**src/rtl/calc_engine.sv**
```systemverilog
// Signed keypad calculator core: builds decimal operands from key events and
// evaluates chained add/sub/mul expressions with overflow detection.
module calc_engine #(
  parameter int WIDTH      = 16,
  parameter int MAX_DIGITS = 5
) (
  input  logic             clk,
  input  logic             RST,
  input  logic             key_valid,
  output logic             key_ready,
  input  logic [1:0]       key_type,
  input  logic [3:0]       key_value,
  output logic [WIDTH-1:0] display_output,
  output logic             complete,
  output logic             overflow,
  output logic [2:0]       current_state
);

  localparam int NDW = (MAX_DIGITS < 1) ? 1 : $clog2(MAX_DIGITS + 1);
  localparam int CW  = $clog2(WIDTH);
  localparam logic [NDW-1:0]   NDIG_MAX = NDW'(MAX_DIGITS);
  localparam logic [CW-1:0]    CNT_LAST = CW'(WIDTH - 1);
  localparam logic [WIDTH+3:0] MAX_POS  = {5'b0, {(WIDTH-1){1'b1}}};

  localparam logic [1:0] K_DIGIT = 2'd0;
  localparam logic [1:0] K_OP    = 2'd1;
  localparam logic [1:0] K_EQ    = 2'd2;
  localparam logic [1:0] K_CLR   = 2'd3;
  localparam logic [1:0] OP_SUB  = 2'd1;
  localparam logic [1:0] OP_MUL  = 2'd2;

  typedef enum logic [2:0] {
    S_A    = 3'd0,
    S_B    = 3'd1,
    S_COMP = 3'd2,
    S_RES  = 3'd3,
    S_ERR  = 3'd4
  } state_t;

  state_t               state_q, state_d;
  logic [WIDTH-1:0]     acc_a_q, acc_a_d, acc_b_q, acc_b_d, disp_q;
  logic [1:0]           op_q, op_d, next_op_q, next_op_d;
  logic                 chain_q, chain_d, ovf_q, ovf_d, msign_q, msign_d;
  logic [NDW-1:0]       ndig_q, ndig_d;
  logic [2*WIDTH-1:0]   mcand_q, mcand_d, prod_q, prod_d, prod_step;
  logic [WIDTH-1:0]     mplier_q, mplier_d;
  logic [CW-1:0]        cnt_q, cnt_d;

  logic                 accept, digit_ok, op_ok, mul_op, mul_ovf;
  logic                 comp_done, comp_ovf;
  logic [WIDTH-1:0]     operand, abs_a, mul_res, comp_res;
  logic [WIDTH+3:0]     digit_sum;
  logic [WIDTH:0]       addsub;

  assign accept    = key_valid && (state_q != S_COMP);
  assign operand   = (state_q == S_B) ? acc_b_q : acc_a_q;
  assign digit_sum = {4'b0, operand} * (WIDTH+4)'(10) + {{WIDTH{1'b0}}, key_value};
  assign digit_ok  = (key_value <= 4'd9) && (ndig_q < NDIG_MAX) && (digit_sum <= MAX_POS);
  assign op_ok     = (key_value <= 4'd2);
  assign abs_a     = acc_a_q[WIDTH-1] ? -acc_a_q : acc_a_q;

  assign addsub = (op_q == OP_SUB) ? ({acc_a_q[WIDTH-1], acc_a_q} - {acc_b_q[WIDTH-1], acc_b_q})
                                   : ({acc_a_q[WIDTH-1], acc_a_q} + {acc_b_q[WIDTH-1], acc_b_q});

  // Magnitude product must fit WIDTH-1 bits, except exactly 2^(WIDTH-1) when negative.
  assign prod_step = mplier_q[0] ? prod_q + mcand_q : prod_q;
  assign mul_ovf   = (prod_step[2*WIDTH-1:WIDTH] != '0) ||
                     (prod_step[WIDTH-1] && (!msign_q || (prod_step[WIDTH-2:0] != '0)));
  assign mul_res   = msign_q ? -prod_step[WIDTH-1:0] : prod_step[WIDTH-1:0];

  assign mul_op    = (op_q == OP_MUL);
  assign comp_done = !mul_op || (cnt_q == CNT_LAST);
  assign comp_res  = mul_op ? mul_res : addsub[WIDTH-1:0];
  assign comp_ovf  = mul_op ? mul_ovf : (addsub[WIDTH] ^ addsub[WIDTH-1]);

  always_ff @(posedge clk) begin
    if (RST) begin
      state_q   <= S_A;
      acc_a_q   <= '0;
      acc_b_q   <= '0;
      op_q      <= '0;
      next_op_q <= '0;
      chain_q   <= 1'b0;
      ovf_q     <= 1'b0;
      ndig_q    <= '0;
      disp_q    <= '0;
      mcand_q   <= '0;
      mplier_q  <= '0;
      prod_q    <= '0;
      msign_q   <= 1'b0;
      cnt_q     <= '0;
    end else begin
      state_q   <= state_d;
      acc_a_q   <= acc_a_d;
      acc_b_q   <= acc_b_d;
      op_q      <= op_d;
      next_op_q <= next_op_d;
      chain_q   <= chain_d;
      ovf_q     <= ovf_d;
      ndig_q    <= ndig_d;
      disp_q    <= display_output;
      mcand_q   <= mcand_d;
      mplier_q  <= mplier_d;
      prod_q    <= prod_d;
      msign_q   <= msign_d;
      cnt_q     <= cnt_d;
    end
  end

  always_comb begin
    state_d   = state_q;
    acc_a_d   = acc_a_q;
    acc_b_d   = acc_b_q;
    op_d      = op_q;
    next_op_d = next_op_q;
    chain_d   = chain_q;
    ovf_d     = ovf_q;
    ndig_d    = ndig_q;
    mcand_d   = mcand_q;
    mplier_d  = mplier_q;
    prod_d    = prod_q;
    msign_d   = msign_q;
    cnt_d     = cnt_q;

    key_ready      = (state_q != S_COMP);
    complete       = (state_q == S_RES);
    overflow       = ovf_q;
    current_state  = state_q;
    display_output = disp_q;

    case (state_q)
      S_A:     display_output = acc_a_q;
      S_B:     display_output = (ndig_q != '0) ? acc_b_q : acc_a_q;
      S_RES:   display_output = acc_a_q;
      S_ERR:   display_output = '0;
      default: display_output = disp_q;
    endcase

    case (state_q)
      S_A: begin
        if (accept && key_type == K_DIGIT && digit_ok) begin
          acc_a_d = digit_sum[WIDTH-1:0];
          ndig_d  = ndig_q + NDW'(1);
        end else if (accept && key_type == K_OP && op_ok) begin
          op_d    = key_value[1:0];
          acc_b_d = '0;
          ndig_d  = '0;
          state_d = S_B;
        end
      end
      S_B: begin
        if (accept && key_type == K_DIGIT && digit_ok) begin
          acc_b_d = digit_sum[WIDTH-1:0];
          ndig_d  = ndig_q + NDW'(1);
        end else if (accept && ((key_type == K_OP && op_ok) || key_type == K_EQ)) begin
          chain_d   = (key_type == K_OP);
          next_op_d = key_value[1:0];
          state_d   = S_COMP;
          mcand_d   = {{WIDTH{1'b0}}, abs_a};
          mplier_d  = acc_b_q;
          prod_d    = '0;
          msign_d   = acc_a_q[WIDTH-1];
          cnt_d     = '0;
        end
      end
      S_COMP: begin
        if (comp_done) begin
          acc_a_d = comp_res;
          if (comp_ovf) begin
            ovf_d   = 1'b1;
            state_d = S_ERR;
          end else if (chain_q) begin
            op_d    = next_op_q;
            acc_b_d = '0;
            ndig_d  = '0;
            state_d = S_B;
          end else begin
            state_d = S_RES;
          end
        end else begin
          prod_d   = prod_step;
          mcand_d  = mcand_q << 1;
          mplier_d = mplier_q >> 1;
          cnt_d    = cnt_q + CW'(1);
        end
      end
      S_RES: begin
        if (accept && key_type == K_DIGIT && key_value <= 4'd9) begin
          acc_a_d = {{(WIDTH-4){1'b0}}, key_value};
          ndig_d  = NDW'(1);
          state_d = S_A;
        end else if (accept && key_type == K_OP && op_ok) begin
          op_d    = key_value[1:0];
          acc_b_d = '0;
          ndig_d  = '0;
          state_d = S_B;
        end
      end
      default: ;
    endcase

    if (accept && key_type == K_CLR) begin
      acc_a_d = '0;
      acc_b_d = '0;
      ndig_d  = '0;
      ovf_d   = 1'b0;
      state_d = S_A;
    end
  end

endmodule

```
**config.mk**
```make
export PLATFORM = sky130hd
export DESIGN_NAME = calc_engine
export DESIGN_NICKNAME = d
export VERILOG_FILES = /design/src/rtl/calc_engine.sv
export SDC_FILE = /design/constraint.sdc
export NUM_CORES = 1
export LEC_CHECK = 0
export ABC_CLOCK_PERIOD_IN_PS = 5500
export CAP_MARGIN = 30
export CORE_MARGIN = 4
export CORE_UTILIZATION = 53
export DETAILED_ROUTE_END_ITERATION = 7
export DONT_BUFFER_PORTS = 1
export PLACE_DENSITY = 0.71
export SLEW_MARGIN = 25
export SYNTH_ARGS = -nofsm -noshare
export SYNTH_HDL_FRONTEND = slang
export SYNTH_SLANG_ARGS = --single-unit
```
**constraint.sdc**
```tcl
create_clock -name clk -period 5.5 [get_ports clk]
set_input_delay 0.275 -clock clk [delete_from_list [all_inputs] [get_ports clk]]
set_output_delay 0.275 -clock clk [all_outputs]
set_load 0.1 [all_outputs]
```
==> flow_metrics.env, run 1 <==
export IMPL_setup_worst_path_end_class="register"
export IMPL_critical_path_slowest_cell="or4_1"
export IMPL_finalHoldWorstSlack_ns=0.00207
export IMPL_final_setup_worst_slack_ns=0.249
export IMPL_worstSetupPathType="register to register"
export IMPL_post_dp_hpwl_um=25900
export IMPL_worstHoldPathType="input pin to register"
export IMPL_timing_critical_path_cells="nand2b_1 > nor2_4 > mux2i_2 > inv_1 > ha_1 > ha_1 > fa_1 > a211o_1 > a211o_1 > a21boi_2 > o211ai_1 > a2111oi_2 > mux2_2 > or4_1 > buf_4 > a21boi_4 > buf_4 > a31oi_4 > o2bb2ai_1"
export IMPL_worstSetupStartpointType="register"
export IMPL_avgRoutedWirePerCell_um=19.6
export IMPL_seq_power_share=0.404
export IMPL_synthTopCellsByArea="dfxtp_1 (25%), ha_1 (8.5%), nand2_1 (5.8%)"
export IMPL_timing_slew_headroom=0.362
export IMPL_dpl_worst_slack_ns=-0.0902
export IMPL_period_utilisation_layout=0.955
export IMPL_drv_slew=0
export IMPL_ys_warnings_count=0
export IMPL_grt_util_all_layers=0.291
export IMPL_prevailing_post_synth_register_cell="dfxtp_1"
export IMPL_filler_free_cell_count_of_the_finished_design=1853
export IMPL_worstPathRequired_ns=5.80
export IMPL_final_net_count=1653
export IMPL_synth_fp_nets=1674
export IMPL_die_w_um=157
export IMPL_asyncSetResetFlopFracSynth=0
export IMPL_synth_largest_type_area_fraction=0.246
export IMPL_tritoncts="done"
export IMPL_pwr_share_clk=0.440
export IMPL_drv_cap=0
export IMPL_routabilityCongestion=1.02
export IMPL_seq_total_area_yosys=0.246
export IMPL_first_iter_violations=1235
export IMPL_utilization=0.593
export IMPL_buffer_ports_inserted=0
export IMPL_ys_ff_latch=145
export IMPL_cts_sink_count=145
export IMPL_mostFrequentLayoutCells="nand2_1 (183), nor2_1 (179), dfxtp_1 (141)"
export IMPL_largest_net_degree_at_the_start_of_global_routing=105
export IMPL_hold_viol_final=0
export IMPL_grt_ovfl_total=0
export IMPL_drt_total_wl_um=36400
export IMPL_delay_of_the_slowest_cell_on_the_worst_path_ns=0.45
export IMPL_distinct_cell_type_count_of_the_synthesized_netlist=91
export IMPL_root_cell_of_the_clock_tree="clkbuf_16"
export IMPL_detail_route_antenna_nets=0
export IMPL_finalSetupViolations=0
export IMPL_dp_cells=1805
export IMPL_critPathMaxFanout=8
export IMPL_detailroute_via_count=12000
export IMPL_worst_skew_pair_late_latency_ns=0.44
export IMPL_run_status="finished clean"
export IMPL_synth_cells=1581
export IMPL_top_cell_type_by_total_area_after_synthesis="dfxtp_1"
export IMPL_fin_tns_setup_ns=0
export IMPL_clk_path_buf_depth=2
export IMPL_worst_clock_skew_ns=0.0116
export IMPL_clkSlewWorstSetupHoldPaths_ns=0.07
export IMPL_arrival_ns=5.55
export IMPL_std_cell_rows=54
export IMPL_p_leak_uw=0.00531
export IMPL_floorplan_io_pins=31
export IMPL_final_min_clock_period_ns=5.25
export IMPL_drt_pass1_iterations=6
export IMPL_internal_power_uw=1840
export IMPL_tightest_slew_ns=0.956
export IMPL_die_h_um=157
export IMPL_diodes=0
export IMPL_power_share_switching=0.303
export IMPL_die_area_mm2=0.0247
export IMPL_routed_via_density=6.50
export IMPL_synth_avg_cell_area_um2=7.47
export IMPL_max_freq_mhz=190
export IMPL_initial_utilization=0.540
export IMPL_worst_vdd_drop_mv=0.164
export IMPL_synth_edff_count=0
export IMPL_layout_cell_share_with_drive_strength_beyond_1=0.0941
export IMPL_logic_pwr_share=0.156
export IMPL_final_common_cell="nand2_1"
export IMPL_first_global_vias=11100
export IMPL_power_net_switching_uw=798
export IMPL_drt_drc_violations_left=0
export IMPL_power_per_cell_area_mw_per_mm2=203
export IMPL_cts_buffers_inserted=17
export IMPL_grt_first_pass_wirelength_um=58500
export IMPL_core_area_mm2=0.0219
export IMPL_antenna_found_initial=0
export IMPL_area_delta_synth_final_pct=9.94
export IMPL_synth_cell_area_mm2=0.0118
export IMPL_h_tree_depth=4
-- cell usage after synthesis (17+ instances only) --
cell / instances
a211oi_1: 33
inv_1: 57
nand3_1: 41
xnor2_1: 40
a311oi_1: 19
o21ai_0: 69
o31ai_1: 18
o211ai_1: 20
mux2i_1: 17
nand4_1: 19
clkbuf_1: 88
nor3_1: 39
nor2_1: 183
ha_1: 80
xor2_1: 44
a22oi_1: 17
nand2_1: 184
a21o_1: 20
a21oi_1: 129
dfxtp_1: 145
-- per-layer routing --
metal	GRT usage	share of wire
met1	0.385	0.43
met2	0.457	0.44
met3	0.0528	0.073
met4	0.142	0.054
met5	0	0
-- area by class of cell --
type | count | area (µm²)
fill | 2047 | 8910
multi-input combinational | 1276 | 8420
sequential | 145 | 2910
timing repair buffer | 62 | 508
clock buffer | 17 | 425
tap | 280 | 350
inverter | 58 | 219
clock inverter | 15 | 148
-- power by group through the flow --
stage | sequential, µW | clock [µW] | combinational (µW)
2_1_floorplan | 1090 | 0 | 291
3_3_place_gp | 1090 | 0 | 371
3_5_place_dp | 1090 | 0 | 376
4_1_cts | 1070 | 1160 | 394
5_1_grt | 1070 | 1220 | 444
6_report | 1070 | 1160 | 411
-- state kept, by name, summed over array words and instances (netlist names) --
| signal | flops |
|---|---|
| disp_q | 16 |
| mplier_q | 16 |
| chain_q | 1 |
| cnt_q | 4 |
| current_state | 3 |
| mcand_q | 32 |
| next_op_q | 2 |
| prod_q | 32 |
| ndig_q | 3 |
| overflow | 1 |
| acc_a_q | 16 |
| acc_b_q | 16 |
| msign_q | 1 |
| op_q | 2 |
-- timing repair --
item                                   CTS  global route
endpoints found under the hold margin  105             0
setup endpoints to repair               19            37
hold buffers                             2             0
buffers inserted                         1            11
pin swaps                                2             4
gates cloned                             0             1
resized for setup                        3            10
-- cells by family after synthesis --
| kind of cell | Yosys count | share of synthesized area |
|---|---|---|
| XOR/XNOR | 85 | 0.0642 |
| AO/OA/AOI/OAI | 498 | 0.296 |
| buffers and inverters | 161 | 0.0519 |
| flip-flops | 145 | 0.246 |
| multiplexers | 23 | 0.0208 |
| AND/OR/NAND/NOR | 585 | 0.230 |
| adder cells (fa/ha/maj) | 84 | 0.0915 |
-- path summary, 6_finish.rpt --
check,slack (ns),cells after the start,start,to
setup / recovery,0.25,19,current_state[1],acc_b_q[13]
hold reg to reg,0.47,2,cnt_q[1],cnt_q[1]
hold / removal,0.002,2,key_value[1],next_op_q[1]
setup reg to reg,0.25,19,current_state[1],acc_b_q[13]
-- critical path: cells and delay by family (launching register included) --
kind | cells | cell delay (ns)
AO/OA/AOI/OAI | 8 | 1.85
AND/OR/NAND/NOR | 3 | 0.90
flip-flops | 1 | 0.32
buffers and inverters | 3 | 0.42
multiplexers | 2 | 0.64
adder cells (fa/ha/maj) | 3 | 0.97
-- through the flow --
| step | power, µW | area, µm² |
|---|---|---|
| 2_1_floorplan | 1380 | 11900 |
| 6_report | 2640 | 13000 |
| 5_1_grt | 2730 | 13000 |
| 4_1_cts | 2620 | 12800 |
| 3_5_place_dp | 1460 | 12200 |
| 3_3_place_gp | 1460 | 12200 |
Note: power is estimated with default switching activity, not from simulation.
==> inputs of run 2 (changes only) <==
--- a/config.mk
+++ b/config.mk
@@ -5,13 +5,14 @@
 export SDC_FILE = /design/constraint.sdc
 export NUM_CORES = 1
 export LEC_CHECK = 0
+export ABC_AREA = 1
 export ABC_CLOCK_PERIOD_IN_PS = 5500
+export BUFFER_PORTS_ARGS = -buffer_cell sky130_fd_sc_hd__buf_2
 export CAP_MARGIN = 30
 export CORE_MARGIN = 4
 export CORE_UTILIZATION = 53
 export DETAILED_ROUTE_END_ITERATION = 7
-export DONT_BUFFER_PORTS = 1
-export PLACE_DENSITY = 0.71
+export PLACE_DENSITY = 0.72
 export SLEW_MARGIN = 25
 export SYNTH_ARGS = -nofsm -noshare
 export SYNTH_HDL_FRONTEND = slang
==> run 2 against run 1 <==
First-iteration DRC count up 10%. Critical path depth up 10. Cell area up 7.4%. Critical path type unchanged. Largest cell class unchanged.
==> flow_metrics.env, run 2 <==
export IMPL_run_status="finished clean"
export IMPL_worstHoldPathType="input pin to register"
export IMPL_max_freq_mhz=200
export IMPL_synth_cells=2211
export IMPL_final_common_cell="nand2_1"
export IMPL_highest_layer="met4"
export IMPL_antenna_found_initial=0
export IMPL_synth_cell_area_mm2=0.0129
export IMPL_seq_total_area_yosys=0.225
export IMPL_ys_warnings_count=0
export IMPL_synth_most_common_cell="nand2_1"
export IMPL_synth_fp_nets=2304
export IMPL_critical_path_slowest_cell="fa_1"
export IMPL_path_delay_family="simple AND/OR/NAND/NOR gates"
export IMPL_cts_sink_count=145
export IMPL_worst_clock_skew_ns=0.0198
export IMPL_top_cell_type_by_total_area_after_synthesis="dfxtp_1"
export IMPL_setup_worst_path_end_class="register"
export IMPL_drt_pass1_iterations=6
export IMPL_fin_tns_setup_ns=0
export IMPL_finalHoldWorstSlack_ns=0.165
export IMPL_stdcell_area_mm2=0.0139
export IMPL_synthTopCellsByArea="dfxtp_1 (22%), nand2_1 (18%), inv_1 (9.1%)"
export IMPL_delay_of_the_slowest_cell_on_the_worst_path_ns=0.53
export IMPL_die_area_mm2=0.0269
export IMPL_synth_common_cells="nand2_1 (630), inv_1 (312), nor2_1 (233), o21ai_0 (194), a21oi_1 (153)"
export IMPL_grt_ovfl_total=0
export IMPL_asyncSetResetFlopFracSynth=0
export IMPL_crit_path_buffers_inverters=2
export IMPL_diodes=0
export IMPL_distinct_cell_type_count_of_the_synthesized_netlist=53
export IMPL_drt_total_wl_um=42400
export IMPL_tritoncts="done"
export IMPL_prevailing_post_synth_register_cell="dfxtp_1"
export IMPL_wl_met3_um=3170
export IMPL_worstSetupPathType="register to register"
export IMPL_critPathMaxFanout=28
export IMPL_buffer_ports_inserted=30
export IMPL_floorplan_io_pins=31
export IMPL_utilization=0.589
export IMPL_worstPathRequired_ns=5.80
export IMPL_synth_avg_cell_area_um2=5.84
export IMPL_finalSetupViolations=0
export IMPL_initial_utilization=0.545
export IMPL_mostFrequentLayoutCells="nand2_1 (629), inv_1 (311), nor2_1 (232)"
export IMPL_period_utilisation_layout=0.908
export IMPL_root_cell_of_the_clock_tree="clkbuf_16"
export IMPL_worst_skew_pair_late_latency_ns=0.45
export IMPL_first_iter_violations=1359
export IMPL_timing_slew_headroom=0.347
export IMPL_std_cell_rows=56
export IMPL_core_area_mm2=0.0237
export IMPL_grt_util_all_layers=0.319
export IMPL_synth_edff_count=0
export IMPL_detail_route_antenna_nets=0
export IMPL_first_global_vias=13200
export IMPL_tightest_slew_ns=0.973
export IMPL_n_fill_cell=2480
export IMPL_routabilityCongestion=0.965
export IMPL_post_dp_hpwl_um=32100
export IMPL_hold_viol_final=0
export IMPL_avgRoutedWirePerCell_um=16.7
export IMPL_layout_cell_share_with_drive_strength_beyond_1=0.0601
export IMPL_h_tree_depth=4
export IMPL_die_h_um=164
export IMPL_routed_via_density=5.59
export IMPL_cts_post_setup_buffers_inserted=0
export IMPL_detailroute_wirelength_met2_um=18800
export IMPL_crit_path_frequent_cell="nand2_1"
export IMPL_detailroute_via_count=14100
export IMPL_drv_slew=0
export IMPL_die_w_um=164
export IMPL_dpl_cell_area_mm2=0.0133
export IMPL_biggestRegsByFlops="mcand_q (32), prod_q (32)"
export IMPL_clkSlewWorstSetupHoldPaths_ns=0.07
export IMPL_clk_path_buf_depth=2
export IMPL_grt_first_pass_wirelength_um=68400
export IMPL_drt_drc_violations_left=0
export IMPL_final_min_clock_period_ns=4.99
export IMPL_arrival_ns=5.29
export IMPL_cts_buffers_inserted=17
export IMPL_drv_cap=0
export IMPL_ys_ff_latch=145
export IMPL_grt_setup_unrepaired="false"
export IMPL_worstSetupStartpointType="register"
export IMPL_final_net_count=2293
export IMPL_largest_net_degree_at_the_start_of_global_routing=119
export IMPL_met1_length_um=18100
export IMPL_synth_largest_type_area_fraction=0.225
export IMPL_area_delta_synth_final_pct=8.09
run 2: changes by cell type after synthesis, moves of 18 or more:
cell / before / now
nand2_1: 184 / 630
inv_1: 57 / 312
o21ai_0: 69 / 194
nand3_1: 41 / 152
nor2_1: 183 / 233
xnor2_1: 40 / 8
a211oi_1: 33 / 4
clkbuf_1: 88 / 61
a21oi_1: 129 / 153
nor3_1: 39 / 19
a21o_1: 20 / 2
run 2: worst min-delay path: cells and delay by family:
kind | cells | cell delay (ns)
and+or+nand+nor | 1 | 0.07
AOI/OAI and AO/OA | 1 | 0.08
buffers and inverters | 1 | 0.15
run 2: layer usage:
| layer | GRT usage | up-vias |
|---|---|---|
| li1 | - | 7117 |
| met1 | 0.412 | 6276 |
| met2 | 0.522 | 611 |
| met3 | 0.0479 | 141 |
| met4 | 0.157 | 0 |
| met5 | 0 | - |
run 2: worst paths after layout:
kind                    startpoint          end  slack [ns]  cells past startpoint
setup reg to reg  current_state[2]  acc_a_q[10]        0.51                     29
hold reg to reg           overflow     overflow        0.45                      2
hold / removal        key_value[0]   acc_b_q[0]        0.17                      3
setup / recovery  current_state[2]  acc_a_q[10]        0.51                     29
run 2: what timing repair did:
item | CTS | global route
gates resized for setup | 0 | 1
endpoints found under the setup margin | 0 | 26
hold buffers | 0 | 0
run 2: layout make-up:
class,instances,area [µm²],share of cell area
Clock buffer,18,439,0.0315
Clock inverter,14,191,0.0137
Inverter,323,1210,0.0869
Multi-Input combinational cell,1666,8500,0.610
Sequential cell,145,2900,0.208
Tap cell,319,399,0.0286
Timing Repair Buffer,47,298,0.0213
run 2: logic make-up after synthesis:
family	synth area share
and+or+nand+nor	0.360
buffers and inverters	0.118
adders and majority gates	0.0838
xor gates and xnor gates	0.0311
AOI/OAI and AO/OA	0.182
DFF	0.225
run 2: stage by stage:
stage               setup WS [ns]  std cells
detailed placement          0.388       2499
global route               0.0480       2532
finish                      0.506       2532
global placement            0.547       2499
floorplan                   0.102       2211
CTS                         0.370       2531
Power of run 2 is left out: the tool's default activity adds up to more than one toggle a clock period on the data nets, which glitch-free logic cannot reach.
==> inputs of run 3 (changes only) <==
--- a/config.mk
+++ b/config.mk
@@ -7,10 +7,11 @@
 export LEC_CHECK = 0
 export ABC_AREA = 1
 export ABC_CLOCK_PERIOD_IN_PS = 5500
-export BUFFER_PORTS_ARGS = -buffer_cell sky130_fd_sc_hd__buf_2
+export BUFFER_PORTS_ARGS = -buffer_cell sky130_fd_sc_hd__buf_4
 export CAP_MARGIN = 30
 export CORE_MARGIN = 4
 export CORE_UTILIZATION = 53
+export CTS_CLUSTER_DIAMETER = 100
 export DETAILED_ROUTE_END_ITERATION = 7
 export PLACE_DENSITY = 0.72
 export SLEW_MARGIN = 25
==> run 3 against run 2 <==
Sequential share of layout area decreased by 0.065 points. Worst setup slack improved by 0.054 ns. Maximum frequency rose by 1.1%. Cell area is 0.31% higher. Via count up 0.55%. Critical endpoint unchanged.
==> flow_metrics.env, run 3 (synthesis results as in run 2) <==
export IMPL_path_delay_family="simple AND/OR/NAND/NOR gates"
export IMPL_period_utilisation_layout=0.898
export IMPL_avgRoutedWirePerCell_um=17.1
export IMPL_cts_post_setup_buffers_inserted=0
export IMPL_largest_net_degree_at_the_start_of_global_routing=119
export IMPL_cts_buffers_inserted=17
export IMPL_first_iter_violations=1519
export IMPL_setup_worst_path_end_class="register"
export IMPL_fin_tns_setup_ns=0
export IMPL_drt_pass1_iterations=6
export IMPL_tritoncts="done"
export IMPL_grt_util_all_layers=0.324
export IMPL_layout_cell_share_with_drive_strength_beyond_1=0.0605
export IMPL_cts_sink_count=145
export IMPL_drt_total_wl_um=43200
export IMPL_worstRegToRegCells=28
export IMPL_die_area_mm2=0.0269
export IMPL_hold_viol_final=0
export IMPL_core_area_mm2=0.0237
export IMPL_die_w_um=164
export IMPL_worst_skew_pair_late_latency_ns=0.44
export IMPL_worstPathRequired_ns=5.80
export IMPL_worstSetupPathType="register to register"
export IMPL_critical_path_slowest_cell="fa_1"
export IMPL_drv_slew=0
export IMPL_post_dp_hpwl_um=32600
export IMPL_finalSetupViolations=0
export IMPL_final_net_count=2295
export IMPL_finalHoldWorstSlack_ns=0.124
export IMPL_final_common_cell="nand2_1"
export IMPL_first_global_vias=13100
export IMPL_timing_slew_headroom=0.380
export IMPL_clk_path_buf_depth=2
export IMPL_run_status="finished clean"
export IMPL_h_tree_depth=4
export IMPL_diodes=0
export IMPL_std_cell_rows=56
export IMPL_worstHoldPathType="input pin to register"
export IMPL_crit_path_buffers_inverters=2
export IMPL_buffer_ports_inserted=30
export IMPL_root_cell_of_the_clock_tree="clkbuf_16"
export IMPL_area_delta_synth_final_pct=8.43
export IMPL_mostFrequentLayoutCells="nand2_1 (629), inv_1 (311), nor2_1 (232)"
export IMPL_hold_critical_path_endpoint="acc_b_q[0]"
export IMPL_antenna_found_initial=0
export IMPL_die_h_um=164
export IMPL_routed_via_density=5.61
export IMPL_drt_drc_violations_left=0
export IMPL_grt_setup_unrepaired="false"
export IMPL_drv_cap=0
export IMPL_max_freq_mhz=202
export IMPL_delay_of_the_slowest_cell_on_the_worst_path_ns=0.54
export IMPL_grt_ovfl_total=0
export IMPL_min_delay_path_depth=3
export IMPL_detail_route_antenna_nets=0
export IMPL_detailroute_via_count=14200
export IMPL_initial_utilization=0.545
export IMPL_startpoint_of_the_most_critical_register_to_register_path="current_state[2]"
export IMPL_critPathMaxFanout=27
export IMPL_worst_clock_skew_ns=0.0213
export IMPL_floorplan_io_pins=31
export IMPL_regToRegSetupSlack_ns=0.56
export IMPL_worstSetupStartpointType="register"
export IMPL_n_fill_cell=2485
export IMPL_critical_path_reg2reg_endpoint="acc_a_q[10]"
export IMPL_biggestRegsByFlops="mcand_q (32), prod_q (32)"
export IMPL_routabilityCongestion=0.980
export IMPL_tightest_slew_ns=0.924
export IMPL_crit_path_frequent_cell="nand2_1"
export IMPL_grt_first_pass_wirelength_um=69300
export IMPL_arrival_ns=5.24
export IMPL_final_min_clock_period_ns=4.94
export IMPL_clkSlewWorstSetupHoldPaths_ns=0.07
export IMPL_worstHoldStart="key_value[0]"
run 3: through the flow:
step / setup WS (ns) / util / instances / cell area [µm²]
floorplan: 0.102 / - / 2211 / 12900
global placement: 0.630 / 0.565 / 2502 / 13400
detailed placement: 0.491 / 0.565 / 2502 / 13400
CTS: 0.463 / 0.591 / 2534 / 14000
global route: 0.0689 / 0.591 / 2534 / 14000
finish: 0.560 / 0.591 / 2534 / 14000
run 3: final cells by class:
type | instances | area (µm²) | area share
Clock inverter | 14 | 171 | 0.0123
Sequential cell | 145 | 2900 | 0.208
Multi-Input combinational cell | 1666 | 8500 | 0.608
Clock buffer | 18 | 429 | 0.0307
Timing Repair Buffer | 49 | 372 | 0.0266
Tap cell | 319 | 399 | 0.0285
Inverter | 323 | 1210 | 0.0866
run 3: worst max path at each step:
stage,startpoint,to,slack (ns),depth (start not counted)
global route,current_state[2],acc_a_q[15],0.07,27
floorplan,current_state[2],acc_a_q[14],0.10,29
CTS,current_state[2],acc_a_q[10],0.46,28
global placement,current_state[2],acc_a_q[10],0.63,28
detailed placement,current_state[2],acc_a_q[10],0.49,28
finish,current_state[2],acc_a_q[10],0.56,28
run 3: worst min-delay path, cell delays in order:
cell     delay (ns)
buf_4          0.11
a21oi_1        0.07
nor2_1         0.07
run 3: metal layers:
layer  global-route usage  up-vias  wire (µm)
met3               0.0391      113       2990
met2                0.542      544      19800
met4                0.131        0       1660
met1                0.424     6434      18800
li1                     -     7132          -
met5                    0        -          0
run 3: timing repair:
action                     4_1_cts  5_1_grt
gates resized for setup          0        2
hold buffers                     0        0
hold endpoints to repair         0        0
setup endpoints to repair        0        6
Power of run 3 is left out for the same reason.
